**config.mk**
```make
export PLATFORM = sky130hd
export DESIGN_NAME = dh_modexp_flat
export DESIGN_NICKNAME = d
export VERILOG_FILES = /design/src/rtl/dh_modexp_if.sv /design/src/rtl/dh_modexp.sv /design/src/flat_wrapper.sv
export SDC_FILE = /design/constraint.sdc
export NUM_CORES = 1
export LEC_CHECK = 0
export BUFFER_PORTS_ARGS = -buffer_cell sky130_fd_sc_hd__buf_2
export CAP_MARGIN = 20
export CORE_AREA = 2 2 182 184
export CTS_CLUSTER_DIAMETER = 80
export DETAILED_ROUTE_END_ITERATION = 10
export DIE_AREA = 0 0 184 186
export PLACE_DENSITY = 0.75
export RECOVER_POWER = 25
export SLEW_MARGIN = 20
export SYNTH_ARGS = -nofsm -noshare
export SYNTH_HDL_FRONTEND = slang
export SYNTH_SLANG_ARGS = --single-unit
```
**constraint.sdc**
```tcl
create_clock -name clk -period 9.05 [get_ports clk]
set_clock_uncertainty 0.1 [all_clocks]
set_input_delay 1.81 -clock clk [delete_from_list [all_inputs] [get_ports clk]]
set_output_delay 1.81 -clock clk [all_outputs]
set_load 0.005 [all_outputs]
```
**src/rtl/dh_modexp_if.sv**
```systemverilog
// Start/done handshake bundle for dh_modexp.
// The master drives the operands; the slave returns busy/done/r/err.
interface dh_modexp_if #(
    parameter int WIDTH = 32,
    parameter int EXP_W = 32
);
    logic             start;
    logic [WIDTH-1:0] g;
    logic [EXP_W-1:0] x;
    logic [WIDTH-1:0] p;
    logic             busy;
    logic             done;
    logic [WIDTH-1:0] r;
    logic             err;

    modport master (output start, g, x, p, input busy, done, r, err);
    modport slave  (input start, g, x, p, output busy, done, r, err);
endinterface

```
**src/rtl/dh_modexp.sv**
```systemverilog
// dh_modexp: r = g^x mod p using left-to-right square-and-multiply on a bit-serial modular multiplier.
// Optional macro DH_SKIP_ZERO_MUL_EN skips the multiply pass for zero exponent bits (not constant-time).
module dh_modexp #(
    parameter int WIDTH = 32,
    parameter int EXP_W = 32
) (
    input logic        clk,
    input logic        rst,
    dh_modexp_if.slave bus
);
    localparam int CW = $clog2(WIDTH);
    localparam int IW = $clog2(EXP_W);
    localparam logic [CW-1:0]    CNT_LAST = CW'(WIDTH - 1);
    localparam logic [IW-1:0]    IDX_TOP  = IW'(EXP_W - 1);
    localparam logic [WIDTH-1:0] ONE      = WIDTH'(1);
    localparam logic [WIDTH-1:0] TWO      = WIDTH'(2);

    typedef enum logic [2:0] {IDLE, PRE, SQR, MUL, FIN} state_t;

    state_t           state;
    logic [EXP_W-1:0] xr;
    logic [WIDTH-1:0] pr;
    logic [WIDTH-1:0] gm;
    logic [WIDTH-1:0] acc;
    logic [WIDTH-1:0] ma;
    logic [WIDTH-1:0] mb;
    logic [WIDTH-1:0] mm;
    logic [WIDTH-1:0] r_q;
    logic [CW-1:0]    cnt;
    logic [IW-1:0]    idx;
    logic             busy_q;
    logic             done_q;
    logic             err_q;

    logic [WIDTH+1:0] pext;
    logic [WIDTH+1:0] dbl;
    logic [WIDTH+1:0] sum;
    logic [WIDTH-1:0] step;
    logic [WIDTH-1:0] mul_res;

    // One interleaved step: mm stays below p, so each reduction needs only one subtract.
    always_comb begin
        pext = {2'b00, pr};
        dbl  = {1'b0, mm, 1'b0};
        if (dbl >= pext) dbl = dbl - pext;
        sum = dbl + (ma[WIDTH-1] ? {2'b00, mb} : '0);
        if (sum >= pext) sum = sum - pext;
        step = WIDTH'(sum);
    end

    assign mul_res = xr[idx] ? step : acc;

    assign bus.busy = busy_q;
    assign bus.done = done_q;
    assign bus.r    = r_q;
    assign bus.err  = err_q;

    always_ff @(posedge clk or negedge rst) begin
        if (!rst) begin
            state  <= IDLE;
            xr     <= '0;
            pr     <= '0;
            gm     <= '0;
            acc    <= '0;
            ma     <= '0;
            mb     <= '0;
            mm     <= '0;
            r_q    <= ONE;
            cnt    <= '0;
            idx    <= '0;
            busy_q <= 1'b0;
            done_q <= 1'b0;
            err_q  <= 1'b0;
        end else begin
            case (state)
                IDLE: begin
                    done_q <= 1'b0;
                    if (bus.start) begin
                        busy_q <= 1'b1;
                        xr     <= bus.x;
                        pr     <= bus.p;
                        ma     <= bus.g;
                        mb     <= ONE;
                        mm     <= '0;
                        cnt    <= '0;
                        idx    <= IDX_TOP;
                        if (bus.p < TWO) begin
                            r_q   <= '0;
                            err_q <= 1'b1;
                            state <= FIN;
                        end else begin
                            err_q <= 1'b0;
                            state <= PRE;
                        end
                    end
                end
                PRE: begin
                    cnt <= cnt + 1'b1;
                    ma  <= ma << 1;
                    mm  <= step;
                    if (cnt == CNT_LAST) begin
                        gm    <= step;
                        acc   <= ONE;
                        cnt   <= '0;
                        ma    <= ONE;
                        mb    <= ONE;
                        mm    <= '0;
                        state <= SQR;
                    end
                end
                SQR: begin
                    cnt <= cnt + 1'b1;
                    ma  <= ma << 1;
                    mm  <= step;
                    if (cnt == CNT_LAST) begin
                        acc <= step;
                        cnt <= '0;
                        mm  <= '0;
`ifdef DH_SKIP_ZERO_MUL_EN
                        if (!xr[idx]) begin
                            if (idx == '0) begin
                                state <= FIN;
                            end else begin
                                idx   <= idx - 1'b1;
                                ma    <= step;
                                mb    <= step;
                                state <= SQR;
                            end
                        end else begin
                            ma    <= step;
                            mb    <= gm;
                            state <= MUL;
                        end
`else
                        ma    <= step;
                        mb    <= gm;
                        state <= MUL;
`endif
                    end
                end
                MUL: begin
                    cnt <= cnt + 1'b1;
                    ma  <= ma << 1;
                    mm  <= step;
                    // The product is always computed; a zero exponent bit just discards it.
                    if (cnt == CNT_LAST) begin
                        acc <= mul_res;
                        cnt <= '0;
                        mm  <= '0;
                        if (idx == '0) begin
                            state <= FIN;
                        end else begin
                            idx   <= idx - 1'b1;
                            ma    <= mul_res;
                            mb    <= mul_res;
                            state <= SQR;
                        end
                    end
                end
                FIN: begin
                    if (!err_q) r_q <= acc;
                    done_q <= 1'b1;
                    busy_q <= 1'b0;
                    state  <= IDLE;
                end
                default: state <= IDLE;
            endcase
        end
    end
endmodule
```
**src/flat_wrapper.sv**
```systemverilog
// flat-port wrapper written by rule: the top's interface ports become plain ports
module dh_modexp_flat 
#(
    parameter int WIDTH = 32,
    parameter int EXP_W = 32
)
  (clk, rst, bus_start, bus_g, bus_x, bus_p, bus_busy, bus_done, bus_r, bus_err);
  dh_modexp_if #(.WIDTH(WIDTH), .EXP_W(EXP_W)) bus_i ();
  input logic clk;
  input logic rst;
  input wire logic [$bits(bus_i.start)-1:0] bus_start;
  input wire logic [$bits(bus_i.g)-1:0] bus_g;
  input wire logic [$bits(bus_i.x)-1:0] bus_x;
  input wire logic [$bits(bus_i.p)-1:0] bus_p;
  output wire logic [$bits(bus_i.busy)-1:0] bus_busy;
  output wire logic [$bits(bus_i.done)-1:0] bus_done;
  output wire logic [$bits(bus_i.r)-1:0] bus_r;
  output wire logic [$bits(bus_i.err)-1:0] bus_err;
  assign bus_i.start = bus_start;
  assign bus_i.g = bus_g;
  assign bus_i.x = bus_x;
  assign bus_i.p = bus_p;
  assign bus_busy = bus_i.busy;
  assign bus_done = bus_i.done;
  assign bus_r = bus_i.r;
  assign bus_err = bus_i.err;
  dh_modexp #(.WIDTH(WIDTH), .EXP_W(EXP_W)) u_core (.clk(clk), .rst(rst), .bus(bus_i));
endmodule
```
==> run metrics, run 1 <==
result of the run=finished, violations left; violated checks=max-capacitance violations, max-slew violations; hold_ws=around 0.37 ns; max cap viols=3; placeable core region=32200 sq um; CTS tree=yes; Port-buffer cells=133; combinational family with the most area after synthesis=compound AO/OA/AOI/OAI gates; Tcrit/Tclk final=94.8%; type of element launching the critical path=flip-flop; Worst EP required=9.39 ns; GR Util met3=7.88%; M1 GR Usage=49.2%; number of storage elements in the synthesis netlist=272; post-route non-filler standard cell count=2679; number of distinct standard cells referenced by the synthesized netlist=84; nets=2448; Post-synth EDFFs=0; I/O pin total=134; post-route setup TNS=0 ns; width of the die=184 um; via count of the first global-routing pass=16.6k; slew at the pin closest to its max-slew limit=5.61 ns; Synth Net Count=2368; routed via count=17.1k; pin count of the biggest net entering global routing=174; asr flop ratio synth=100%; Layout area overhead=11.2%; worst setup path class=flip-flop to flip-flop; number of rows in the core area=66; end of the worst hold path=u_core.gm[15]; global-route wire length before repair=90900 um; Critical Path Fanout Max=33; Max Clk Rate=roughly 0.12 GHz; Bufs on Longest Clock Path=3; top-area cell type share of the netlist area=37.5%; min-delay worst type=flip-flop to flip-flop; routed length per instance=21.5 um; Final Routed Wirelength=57600 um; largest cells by area after synthesis=dfrtp_1 (38%), nand2_1 (8.3%), o21ai_0 (7.8%); Slowest-stage cell, CP=mux2i_1; number of antenna violations at the first check in global routing=0; tightest slew margin relative to the limit=-274%; CTS H-tree lvls=1; Post-synth top flop=dfrtp_1; start point of the worst min-delay path=u_core.gm[15]; clock period minus worst slack=8.58 ns; detailed placer's ending HPWL=41600 um; Initial Utilization=56.1%; clock latency of the later-clocked register in the worst-skew pair=approximately 0.6 ns; number of routed nets with antenna violations=0; unrepaired setup endpoints after global routing=no; Placed Cells incl. Taps=2622; cells resized by post-CTS repair=0; cell repeated most along the worst path=ha_1; Hold Path Depth=2; number of DRC violations after detailed routing=0; endpoint type of the worst setup path=flip-flop; # Post-CTS Setup Buffers=0; count of antenna diodes in the layout=0; most utilized layer in the global route result=met2; TritonCTS Buffers=31; area fraction in compound gates after synthesis=23.9%; root buffer cell=clkbuf_16; Seq/Total Area, Yosys=37.7%; syn_area_per_cell=8.34 sq um; Post-Syn Instances=2167; highest cell delay on the worst timing path=0.68 ns; Syn. warnings=0; number of violations reported at the end of detailed-routing iteration 0=~1.8k; Overflow after GRT=0; vias per std cell=6.40; library cell occupying the most area in the post-synthesis netlist=dfrtp_1; Final Hold Viols=0; simple-gate share of the synthesized area=a little under a fifth; global-route met2 utilization=around 50%; die area=34200 sq um; final weighted congestion of routability-driven global placement=1.06; post-synthesis adder-cell area fraction=around 7.2%; Critical Path AT=8.92 ns; Clock Sink Count=272; number of hold buffers added after cts=0; final-report setup violation count=0; Pre-Repair DR Iteration Count=5; share of final-layout standard cells stronger than drive strength 1=11.9%; cell area after synthesis=18100 sq um; Overall Global Routing Usage=33.9%; area share of xor/xnor cells in the synthesized design=roughly 4%; Register-to-Register Path Depth=28; reg2reg end=u_core.ma[25]; setup slack on the worst flop-to-flop path=0.47 ns; multiplexer share of the synthesized area=4.37%; beginning of the worst register-to-register path=u_core.mm[28]; Clk pin slew, worst setup/hold paths=~0.07 ns; Die Y=roughly 190 um; number of pins exceeding their max-slew limit in the final report=208
## stage by stage
step	util (%)	area, sq um	setup slack (ns)
floorplan	-	18100	1.55
global placement	59.3	19100	0.510
detailed placement	59.3	19100	0.419
CTS	62.5	20100	0.397
global route	62.4	20100	0.0145
finish	62.4	20100	0.470
## cells in the mapped netlist (24+ instances only)
cell and n:
nor2_1 108, mux2i_1 25, xnor2_1 53, and3_1 31, o21a_1 33, or3_1 26, clkbuf_1 104, o21ai_0 280
nand2_1 400, and2_1 43, inv_1 68, xor2_1 32, dfrtp_1 271, nor3_1 24, ha_1 99, a21o_1 39
a21oi_1 164, nand3_1 47
## worst max path at each step
| stage | start | slack (ns) | to |
|---|---|---|---|
| floorplan | u_core.mm[14] | 1.55 | u_core.ma[20] |
| global placement | u_core.mm[14] | 0.51 | u_core.ma[26] |
| detailed placement | u_core.mm[14] | 0.42 | u_core.ma[26] |
| CTS | u_core.mm[14] | 0.40 | u_core.ma[26] |
| global route | u_core.pr[15] | 0.01 | u_core.ma[2] |
| finish | u_core.mm[28] | 0.47 | u_core.ma[25] |
## area by class of cell
type	count	area (sq um)
sequential	272	6810
clock buffer	43	871
multi-input combinational	1711	10600
timing repair buffer	161	887
clock inverter	14	144
fill	2822	12100
tap	408	510
inverter	70	263
## kinds of logic after synthesis
logic type	after synthesis
AOI/OAI and AO/OA	708
xor gates and xnor gates	85
adders and majority gates	102
buffers and inverters	184
DFF	272
muxes	59
and+or+nand+nor	757
## state kept, by name, indices dropped and copies added (netlist names)
register         flops
u_core.mm           32
u_core.pr           32
u_core.acc          32
u_core.bus.busy      1
u_core.xr           32
u_core.bus.err       1
u_core.bus.done      1
u_core.idx           5
u_core.state         3
u_core.cnt           5
u_core.ma           32
u_core.mb           32
u_core.bus.r        32
u_core.gm           32
## layer usage
layer / part of all wire (%) / vias up
met5: 0 / -
met1: 44 / 8166
met4: 3.2 / 0
met2: 42 / 938
met3: 11 / 124
li1: - / 7912
## critical path, delay by kind of cell, from the launching register on
kind | cells | cell delay [ns]
buffers and inverters | 1 | 0.30
AO/OA/AOI/OAI | 12 | 2.96
XOR/XNOR | 1 | 0.16
flip-flops | 1 | 0.49
multiplexers | 2 | 1.08
AND/OR/NAND/NOR | 9 | 2.10
adder cells (fa/ha/maj) | 3 | 1.20
## placed cells by master, fill, tap and decap left out, types with 23 or more instances in the layout
| cell type | Yosys | routed |
|---|---|---|
| a21o_1 | 39 | 39 |
| o21a_1 | 33 | 33 |
| and3_1 | 31 | 29 |
| nor2_1 | 108 | 104 |
| and2_1 | 43 | 43 |
| nor3_1 | 24 | 24 |
| ha_1 | 99 | 99 |
| nand3_1 | 47 | 47 |
| xnor2_1 | 53 | 53 |
| xor2_1 | 32 | 32 |
| or3_1 | 26 | 26 |
| nand2_1 | 400 | 399 |
| mux2i_1 | 25 | 23 |
| dfrtp_1 | 271 | 271 |
| o21ai_0 | 280 | 280 |
| a21oi_1 | 164 | 164 |
| clkbuf_16 | 0 | 31 |
| buf_2 | 3 | 131 |
| buf_4 | 1 | 23 |
| inv_1 | 68 | 68 |
Power of run 1 is left out: the tool's default activity adds up to more than one toggle a clock period on the data nets, which glitch-free logic cannot reach.
==> run 2: changes to the inputs <==
--- a/config.mk
+++ b/config.mk
@@ -7,11 +7,11 @@
 export LEC_CHECK = 0
 export BUFFER_PORTS_ARGS = -buffer_cell sky130_fd_sc_hd__buf_2
 export CAP_MARGIN = 20
-export CORE_AREA = 2 2 182 184
+export CORE_AREA = 2 2 249 251
 export CTS_CLUSTER_DIAMETER = 80
 export DETAILED_ROUTE_END_ITERATION = 10
-export DIE_AREA = 0 0 184 186
-export PLACE_DENSITY = 0.75
+export DIE_AREA = 0 0 251 253
+export PLACE_DENSITY = 0.45
 export RECOVER_POWER = 25
 export SLEW_MARGIN = 20
 export SYNTH_ARGS = -nofsm -noshare
==> run 2 against run 1 <==
Net effect:
- the flow still finishes with violations (max-capacitance violations, max-slew violations)
- count of clock-buffer cells in the layout increased by 7
- routed wire length increased by 18%
- non-clock buffer count increased by 20
- first-iteration DRC count decreased by 32%
- final area increased by 4.7%
- setup slack improved by 0.13 ns
- via count decreased by 2.1%
- sequential share of layout area decreased by 1.5 points
- sequential cell count unchanged
- maximum frequency increased by 1.5%
- core utilization decreased by 28 points
- die area increased by 86%
==> run metrics, run 2 (same netlist as run 1, synthesis figures left out) <==
placed cell area=19700 sq um (+3.3%); Final Routed Wirelength=68200 um (+18%); result of the run=finished, violations left; Post-Route Utilization=34.5% (-28 points); Overall Global Routing Usage=21.4% (-12 points); routed via count=16.8k (-2.1%); clock period minus worst slack=8.45 ns (-0.127 ns); detailed placer's ending HPWL=49600 um (+19%); pin count of the biggest net entering global routing=152 (-13%); Overflow after GRT=0 (unchanged); top library cells by usage in the layout, fill and taps aside=nand2_1 (398), o21ai_0 (280), dfrtp_1 (271), a21oi_1 (164), buf_2 (132); Die Y=253 um (+36%); worst setup path class=flip-flop to flip-flop; clock latency of the later-clocked register in the worst-skew pair=0.57 ns (-0.02 ns); CTS tree=yes; I/O pin total=134 (unchanged); Pre-Repair DR Iteration Count=5 (unchanged); most frequent standard cell in the layout excluding fill and tap cells=nand2_1; number of antenna violations at the first check in global routing=0 (unchanged); vias per std cell=5.44 (-15%); number of hold buffers added after cts=0 (unchanged); Critical Path Fanout Max=31 (-6.1%); root buffer cell=clkbuf_16; TritonCTS Buffers=36 (+16%); number of routed nets with antenna violations=0 (unchanged); final weighted congestion of routability-driven global placement=0.926 (-13%); Initial Utilization=29.6% (-27 points); Tcrit/Tclk final=93.4% (-1.4 points); number of rows in the core area=91 (+38%); share of final-layout standard cells stronger than drive strength 1=13.0% (+1.1 points); endpoint type of the worst setup path=flip-flop; type of element launching the critical path=flip-flop; post-route non-filler standard cell count=3086 (+15%); Max Clk Rate=0.118 GHz (+1.5%); Layout area overhead=16.4%; placeable core region=61000 sq um (+89%); count of antenna diodes in the layout=0 (unchanged); unrepaired setup endpoints after global routing=no; Worst EP required=9.38 ns (about the same); global-route wire length before repair=105000 um (+15%); Clk pin slew, worst setup/hold paths=0.05 ns (-0.02 ns); post-route setup TNS=0 ns (unchanged); Port-buffer cells=133 (unchanged); Final Hold Viols=0 (unchanged); tightest slew margin relative to the limit=-156% (+120 points); violated checks=max-capacitance violations, max-slew violations; final-report setup violation count=0 (unchanged); max cap viols=5 (+2); Bufs on Longest Clock Path=3 (unchanged); CTS H-tree lvls=2 (+1); die area=63500 sq um (+86%); number of pins exceeding their max-slew limit in the final report=341 (+64%); min-delay worst type=flip-flop to flip-flop; via count of the first global-routing pass=16.8k (+1.1%); number of DRC violations after detailed routing=0 (unchanged); width of the die=251 um (+36%); routed length per instance=22.1 um (+2.8%); highest cell delay on the worst timing path=0.48 ns (-0.20 ns); Placed Cells incl. Taps=3022 (+15%); Slowest-stage cell, CP=a31oi_1; number of violations reported at the end of detailed-routing iteration 0=1245 (-32%); Critical Path AT=8.78 ns (-0.14 ns); nets=2473 (+1.0%); slew at the pin closest to its max-slew limit=3.80 ns (-1.81 ns); Clock Sink Count=272 (unchanged); Final Instance Area=21000 sq um (+4.7%)
[run 2: through the flow]
step | worst slack, ns | hold WS [ns]
floorplan | 1.55 | 0.340
global placement | 0.0989 | 0.354
detailed placement | 0.0261 | 0.362
CTS | 0.174 | 0.375
global route | 0.00118 | 0.391
finish | 0.597 | 0.372
[run 2: cell type report]
type                       instances  area (sq um)
tap                              790           988
sequential                       272          6810
inverter                          70           263
fill                            6390         40000
timing repair buffer             181          1060
clock inverter                    12           205
multi-input combinational       1711         10700
clock buffer                      50          1030
[run 2: final timing paths]
kind	startpoint	to	slack, ns	cells after the start
max	u_core.pr[15]	u_core.ma[10]	0.60	30
max reg2reg	u_core.pr[15]	u_core.ma[10]	0.60	30
min reg2reg	u_core.gm[3]	u_core.gm[3]	0.37	2
min	u_core.gm[3]	u_core.gm[3]	0.37	2
max in group asynchronous	rst	u_core.acc[10]	1.24	2
min in group asynchronous	rst	u_core.xr[27]	2.46	1
[run 2: per-layer routing]
| layer | part of all wire [%] | GRT usage, % | vias up |
|---|---|---|---|
| li1 | - | - | 7963 |
| met1 | 50 | 31.5 | 8270 |
| met2 | 44 | 33.1 | 472 |
| met3 | 4.7 | 2.58 | 76 |
| met4 | 2.1 | 5.71 | 0 |
| met5 | 0 | 0 | - |
[run 2: critical path: cells and delay by family (launching register included)]
family	cells	cell delay, ns
AOI/OAI and AO/OA	13	3.27
and+or+nand+nor	7	1.38
adders and majority gates	3	1.22
buffers and inverters	4	0.87
muxes	2	0.74
xor gates and xnor gates	1	0.40
DFF	1	0.32
[run 2: timing repair]
item,CTS,global route
setup buffers,0,1
resized for setup,1,9
pin swaps,0,1
setup endpoints to repair,1,62
Power of run 2 is left out for the same reason.
==> run 3: changes to the inputs <==
==> constraint.sdc (replaced) <==
create_clock -name clk -period 10.8 [get_ports clk]
set_clock_uncertainty 0.1 [all_clocks]
set_input_delay 2.16 -clock clk [delete_from_list [all_inputs] [get_ports clk]]
set_output_delay 2.16 -clock clk [all_outputs]
set_load 0.005 [all_outputs]
==> run 3 against run 2 <==
Net effect:
- the run still ends with max-capacitance violations, max-slew violations left
- core utilization decreased by 0.62 points
- hold slack got worse by 0.0023 ns
- maximum frequency decreased by 9.2%
- critical endpoint unchanged
- largest cell class unchanged
- highest routed layer is now met5
==> run metrics, run 3 (same netlist as run 1, synthesis figures left out) <==
CTS H-tree lvls=2 (unchanged); number of fill cells=6465 (+1.2%); number of pins exceeding their max-slew limit in the final report=255 (-25%); die area=63500 sq um (unchanged); number of violations reported at the end of detailed-routing iteration 0=1413 (+13%); post-route non-filler standard cell count=3064 (-0.71%); number of hold buffers added after cts=0 (unchanged); cells resized by post-CTS repair=0 (-1); result of the run=finished, violations left; Layout area overhead=14.3%; vias per std cell=5.49 (+1.0%); top library cells by usage in the layout, fill and taps aside=nand2_1 (397), o21ai_0 (279), dfrtp_1 (271), a21oi_1 (164), buf_2 (131); Final Hold Viols=0 (unchanged); clock latency of the later-clocked register in the worst-skew pair=0.56 ns (about the same); type of element launching the critical path=flip-flop; Pre-Repair DR Iteration Count=5 (unchanged); final-report setup violation count=0 (unchanged); most frequent standard cell in the layout excluding fill and tap cells=nand2_1; highest cell delay on the worst timing path=0.72 ns (+0.24 ns); max cap viols=3 (-2); Tcrit/Tclk final=86.2% (-7.2 points); number of rows in the core area=91 (unchanged); Clk pin slew, worst setup/hold paths=0.06 ns (about the same); # Post-CTS Setup Buffers=0 (unchanged); root buffer cell=clkbuf_16; Overall Global Routing Usage=20.9% (-0.53 points); number of routed nets with antenna violations=0 (unchanged); share of final-layout standard cells stronger than drive strength 1=11.8% (-1.2 points); violated checks=max-capacitance violations, max-slew violations; count of antenna diodes in the layout=0 (unchanged); post-route setup TNS=0 ns (unchanged); detailed placer's ending HPWL=49100 um (-0.98%); hold_ws=0.370 ns (-0.00231 ns); CTS tree=yes; Placed Cells incl. Taps=3003 (-0.63%); routed via count=16.8k (+0.31%); Initial Utilization=29.6% (unchanged); min-delay worst type=flip-flop to flip-flop; Clock Sink Count=272 (unchanged); unrepaired setup endpoints after global routing=no; endpoint type of the worst setup path=flip-flop; Max Clk Rate=0.107 GHz (-9.2%); placeable core region=61000 sq um (unchanged); Worst EP required=11.13 ns (+1.75 ns); TritonCTS Buffers=36 (unchanged); number of DRC violations after detailed routing=0 (unchanged); width of the die=251 um (unchanged); Overflow after GRT=0 (unchanged); final weighted congestion of routability-driven global placement=0.964 (+4.1%); worst setup path class=flip-flop to flip-flop; global-route wire length before repair=102000 um (-2.5%); Crit path buffers/inverters=1 (-3); via count of the first global-routing pass=16.7k (-0.64%); slew at the pin closest to its max-slew limit=4.57 ns (+0.765 ns); nets=2452 (-0.85%); tightest slew margin relative to the limit=-205% (-48 points); number of antenna violations at the first check in global routing=4 (+4); I/O pin total=134 (unchanged); Critical Path Fanout Max=33 (+6.5%); pin count of the biggest net entering global routing=134 (-12%); clock period minus worst slack=9.31 ns (+0.857 ns); Final Routed Wirelength=67200 um (-1.4%); Largest delay share family, worst path=compound AO/OA/AOI/OAI gates; Port-buffer cells=133 (unchanged); Die Y=253 um (unchanged); routed length per instance=21.9 um (-0.72%); Bufs on Longest Clock Path=3 (unchanged); Critical Path AT=9.64 ns (+0.86 ns); Slowest-stage cell, CP=mux2i_1
-- run 3: cell types whose count changed in the layout (fill, tap and decap cells not counted), sizes merged --
cell,delta
clkbuf,-1
buf,-20
inv,+1
bufinv,-2
clkinv,+1
clkinvlp,-1
-- run 3: final timing paths --
| path | startpoint | end | slack [ns] | depth (start not counted) |
|---|---|---|---|---|
| worst max register to register | u_core.mm[14] | u_core.ma[10] | 1.49 | 30 |
| max in group asynchronous | rst | u_core.mm[21] | 2.20 | 2 |
| min in group asynchronous | rst | u_core.xr[30] | 3.13 | 1 |
| worst min register to register | u_core.gm[28] | u_core.gm[28] | 0.37 | 2 |
| worst min-delay path | u_core.gm[28] | u_core.gm[28] | 0.37 | 2 |
| worst max-delay path | u_core.mm[14] | u_core.ma[10] | 1.49 | 30 |
-- run 3: worst register-to-register path, delay by kind of cell (launching register included) --
kind                     cells  cell delay, ns
multiplexers                 2            1.18
buffers and inverters        1            0.57
AO/OA/AOI/OAI               13            3.54
XOR/XNOR                     1            0.15
flip-flops                   1            0.40
AND/OR/NAND/NOR             10            2.10
adder cells (fa/ha/maj)      3            1.20
-- run 3: metal layers --
layer,wire [um],part of all wire [%],GRT usage [%]
met1,32300,48,30.6
met2,28600,43,31.5
met3,4580,6.8,3.62
met4,1760,2.6,5.73
met5,13,0.019,0
-- run 3: cell type report --
type,instances,area (sq um),area share [%]
multi-input combinational,1711,10600,51.4
sequential,272,6810,33.0
tap,790,988,4.78
clock buffer,50,983,4.76
timing repair buffer,160,863,4.18
inverter,70,263,1.27
clock inverter,11,126,0.612
-- run 3: metrics by stage --
step	setup slack, ns	utilization [%]	cell area (sq um)
after floorplan	3.30	-	18100
after global placement	1.65	32.1	19600
after detailed placement	1.48	32.1	19600
after CTS	1.47	33.9	20700
after global routing	0.849	33.9	20700
final	1.49	33.9	20700
Power of run 3 is left out for the same reason.
